===== src/rtl/read_d_stream.sv =====
// Read-position table (symbol + search bound D(i)) with a span streamer
// that feeds the backward-search core over valid/ready.
module read_d_stream #(
  parameter int    SYM_W     = 2,
  parameter int    D_W       = 8,
  parameter int    ADDR_W    = 8,
  parameter string INIT_FILE = ""
) (
  input  logic              clk,
  input  logic              rst_n,
  input  logic              wr_en,
  input  logic [ADDR_W-1:0] wr_addr,
  input  logic [SYM_W-1:0]  wr_sym,
  input  logic [D_W-1:0]    wr_d,
  input  logic              start,
  input  logic [ADDR_W-1:0] start_addr,
  input  logic [ADDR_W:0]   start_len,
  input  logic              dir,
  output logic              busy,
  output logic              done,
  output logic              out_valid,
  input  logic              out_ready,
  output logic [SYM_W-1:0]  out_sym,
  output logic [D_W-1:0]    out_d,
  output logic [ADDR_W-1:0] out_idx,
  output logic              out_last
);

  localparam int DEPTH = 2 ** ADDR_W;
  localparam int ENT_W = SYM_W + D_W;
  localparam logic [ADDR_W-1:0] A_ONE = 1;
  localparam logic [ADDR_W:0]   R_ONE = 1;

  typedef enum logic [1:0] {IDLE, STREAM, FLUSH} state_t;

  logic [ENT_W-1:0]  mem [DEPTH];
  state_t            state;
  logic [ADDR_W-1:0] base;
  logic [ADDR_W-1:0] idx;
  logic [ADDR_W:0]   remaining;
  logic              rev;
  logic [ADDR_W-1:0] rd_addr;
  logic [ENT_W-1:0]  rd_ent;
  logic              issue;

  always_ff @(posedge clk) begin
    if (wr_en) mem[wr_addr] <= {wr_sym, wr_d};
  end

  assign rd_addr = base + idx;
  assign rd_ent  = mem[rd_addr];
  assign issue   = !out_valid || out_ready;

  always_ff @(posedge clk or negedge rst_n) begin
    if (!rst_n) begin
      state     <= IDLE;
      base      <= '0;
      idx       <= '0;
      remaining <= '0;
      rev       <= 1'b0;
      busy      <= 1'b0;
      done      <= 1'b0;
      out_valid <= 1'b0;
      out_last  <= 1'b0;
      out_sym   <= '0;
      out_d     <= '0;
      out_idx   <= '0;
    end else begin
      done <= 1'b0;
      case (state)
        IDLE: begin
          if (start) begin
            if (start_len != '0) begin
              base      <= start_addr;
              rev       <= dir;
              idx       <= dir ? ADDR_W'(start_len - R_ONE) : '0;
              remaining <= start_len;
              busy      <= 1'b1;
              state     <= STREAM;
            end else begin
              done <= 1'b1;
            end
          end
        end
        STREAM: begin
          if (issue) begin
            out_sym   <= rd_ent[ENT_W-1:D_W];
            out_d     <= rd_ent[D_W-1:0];
            out_idx   <= idx;
            out_valid <= 1'b1;
            out_last  <= (remaining == R_ONE);
            idx       <= rev ? idx - A_ONE : idx + A_ONE;
            remaining <= remaining - R_ONE;
            if (remaining == R_ONE) state <= FLUSH;
          end else if (out_ready) begin
            out_valid <= 1'b0;
          end
        end
        FLUSH: begin
          if (out_valid && out_ready) begin
            out_valid <= 1'b0;
            out_last  <= 1'b0;
            busy      <= 1'b0;
            done      <= 1'b1;
            state     <= IDLE;
          end
        end
        default: state <= IDLE;
      endcase
    end
  end

endmodule


===== config.mk =====
export PLATFORM = sky130hd
export DESIGN_NAME = read_d_stream
export DESIGN_NICKNAME = d
export VERILOG_FILES = /design/src/rtl/read_d_stream.sv
export SDC_FILE = /design/constraint.sdc
export NUM_CORES = 2
export LEC_CHECK = 0
export ABC_AREA = 1
export BUFFER_PORTS_ARGS = -buffer_cell sky130_fd_sc_hd__buf_4
export CAP_MARGIN = 20
export CORE_UTILIZATION = 37
export CTS_CLUSTER_DIAMETER = 50
export DETAILED_ROUTE_END_ITERATION = 8
export PLACE_DENSITY_LB_ADDON = 0.05
export SLEW_MARGIN = 15
export SYNTH_ARGS = -nofsm -noshare
export SYNTH_HDL_FRONTEND = slang
export SYNTH_SLANG_ARGS = --single-unit

===== constraint.sdc =====
create_clock -name clk -period 2.9 [get_ports clk]
set_clock_uncertainty 0.15 [all_clocks]
set_input_delay 0.58 -clock clk [delete_from_list [all_inputs] [get_ports clk]]
set_output_delay 0.58 -clock clk [all_outputs]
set_load 0.03 [all_outputs]

==> reports/results.txt <==
Crit path max fanout: 10
Core box area: 299800 µm²
GPL Wtd Cong: 0.8723
CTS tree: built
Number of cells on the critical path: 19
Distinct cells, synth: 40
Crit start category: flop
Final worst-path cycle share: 125.6%
HP Class: primary input to async pin
Largest net degree at the start of global routing: 83
Worst-Margin Slew: 909.7 ps
RSZ-0062 raised after global routing: true
Slew Limit Fails: 0
Die W: 550.8 µm
Fmax: 274.5 MHz
Gr usage total: 24.32%
Io pins: 63
CTS Sinks: 2610
Placed cell areas: 122100 µm²
Post-Place Worst Slack: -1237 ps
Layout cells sized above 1: 15.87%
TritonCTS Buffers: 353
First-pass GRT wire length: 537.1 mm
Syn Std Cell Area: 111400 µm²
Fin Hold WS: 168.8 ps
Synth top area share: 68.99%
Primary FF master, synth: edfxtp_1
Synth warn: 0
I/O Buffers: 62
Iter 0 DRT Violations: 6800
Final Critical Period: 3643 ps
Initial DRT Pass Iterations: 5
Register bit total from synthesis: 2610
Detailed Route WL: 372.8 mm
Most used cell, CP: nand3_2
CP Data Required Time: 3580 ps
Crit-path cells: ha_4, inv_2, fa_4, buf_12, buf_16, buf_16, buf_12, clkbuf_16, o21ai_0, o21ai_1, buf_4, nand2_1, nand3_2, nand3_4, nand3_2, nand3_2, nand3_2, nand3_1, nand2_1
Final setup viols: 10
Later-pin clock latency in the skew report: 930 ps
Fin worst setup slack: -743.4 ps
Number of core rows: 201
Post-synthesis sequential area ratio: 70.12%
Area growth, synth to finish: 23.16%
DRC violations left: 0
Critical path capture point type: flop
Reg clk slew, reported paths: 50 ps
CTS max path bufs: 4
Routed Antenna Nets: 0
Failing checks: setup timing
CP Class: flop to flop
Final Hold Fails: 0
EDFF count, synth: 2560
Via count: 77.35k
Cells on worst reg2reg path: 19
Vias per inst: 5.014
Design area: 137200 µm²
Initial core utilization: 37.17%
Syn avg cell area: 10.67 µm²
H-Tree Depth: 5
Dpl hpwl: 231.5 mm
CP Data Arrival Time: 4330 ps
Die area: 303300 µm²
Main area contributors after synthesis: edfxtp_1, nand2_1, nor2_1, nand3_1, inv_1
Post-Syn Instances: 10.45k
Worst Path Buf+Inv: 7
Vias in the first global route: 75.45k
Clock root cell: clkbuf_16
Cell taking the most area after synthesis: edfxtp_1
Syn Nets: 10.51k
Antenna violations before repair: 13
Ys async rst share: 1.916%
CP max stage cell: fa_4
Status: complete, but fails checks
Rel. slew slack: 38.98%
Total grt overflow: 0
CP top delay family: buffers and inverters
Net count reported at finish: 11.23k
Max-cap violation count: 0
Die Ht: 550.8 µm
Delay of the slowest cell on the worst path: 760 ps
DR WL/cell: 24.17 µm
## cell type report
cell class | count | area [µm²]
Clock buffer | 406 | 9128
Tap cell | 3958 | 4952
Fill cell | 27826 | 162500
Multi-Input combinational cell | 6423 | 28560
Clock inverter | 240 | 2800
Inverter | 810 | 3079
Antenna cell | 5 | 12.51
Timing Repair Buffer | 975 | 10570
Timing Repair inverter | 1 | 11.26
Sequential cell | 2610 | 78120
## metrics by stage
stage / utilization, % / setup TNS (ps) / instances
2_1_floorplan: - / 0 / 10446
3_3_place_gp: 40.73 / -11510 / 14679
3_5_place_dp: 40.73 / -11450 / 14679
4_1_cts: 45.41 / -7777 / 15400
5_1_grt: 45.77 / -8180 / 15424
6_report: 45.78 / -7059 / 15428
## cells by family after synthesis
kind of cell / Yosys count / synth area share, %
compound gates: 835 / 3.825
xor+xnor: 14 / 0.1168
mux: 8 / 0.08085
fa+ha+maj: 18 / 0.2156
simple gates: 5548 / 19.93
buf+inv: 1413 / 5.717
flops: 2610 / 70.12
## layout by cell type, fill, tap and decap left out, types with 7 or more instances in the layout
master and n:
buf_16 22, nand2_2 34, nand3_1 786, o21ai_1 422
clkbuf_1 48, clkinv_8 8, or2_1 10, nor2_1 1646
buf_12 185, o21ai_0 356, ha_1 15, nand3_4 35
o211ai_1 23, xor2_1 7, or2_2 19, nand3_2 199
clkinv_2 50, nand2_1 2800, clkinvlp_4 35, bufinv_16 43
inv_8 7, edfxtp_1 2560, inv_16 9, clkinv_1 40
buf_4 685, dlygate4sd3_1 34, dfrtp_1 50, clkbuf_16 364
buf_8 17, buf_6 22, inv_6 32, inv_1 801
mux2_2 8, a21oi_1 19, clkinv_4 22
## sequential cells by signal (all words and copies together), names as in the netlist
name and flops:
out_last 1, remaining 9, state 2, idx 8
out_idx 8, done 1, rev 1, out_valid 1
base 8, busy 1, out_sym 2, out_d 8
mem 2560
## layer usage
metal,part of all wire [%],wire (µm),global-route usage [%],up-vias
li1,-,-,-,36450
met1,46,170400,34.61,38461
met2,47,176600,39.96,2045
met3,4.9,18160,2.717,391
met4,2.0,7629,5.392,2
met5,0.0030,11,0,-
## worst paths after layout
check / start / endpoint / slack, ps
setup / recovery: idx[0] / out_d[2] / -740
hold / removal: rst_n / rev / 170
setup reg to reg: idx[0] / out_d[2] / -740
hold reg to reg: out_idx[5] / out_idx[5] / 320
max in group asynchronous: rst_n / out_d[1] / 1820
min in group clk: out_idx[5] / out_idx[5] / 320
## timing repair
| item | 4_1_cts | 5_1_grt |
|---|---|---|
| setup endpoints to repair | 10 | 11 |
| hold buffers | 34 | 0 |
| setup buffers | 27 | 19 |
| pin swaps | 16 | 50 |
| resized for setup | 210 | 160 |
| hold endpoints to repair | 309 | 0 |
| cloned | 16 | 7 |
## cell usage after synthesis, types with 2 or more instances
cell,n
a21oi_1,19
a31oi_1,4
buf_1,39
buf_2,208
buf_4,80
buf_6,57
buf_8,5
clkbuf_1,211
clkbuf_2,2
clkinv_1,2
dfrtp_1,50
edfxtp_1,2560
fa_1,2
ha_1,16
inv_1,805
inv_2,2
mux2_2,8
nand2_1,2836
nand3_1,1020
nand3b_1,2
nand4_1,6
nor2_1,1649
nor3_1,4
o211ai_1,23
o21ai_0,360
o21ai_1,420
o22ai_1,5
or2_1,10
or2_2,19
xnor2_1,4
xor2_1,9
Power is not shown: default switching activity piles up to over one toggle a cycle in this logic, so the estimate is an artifact.
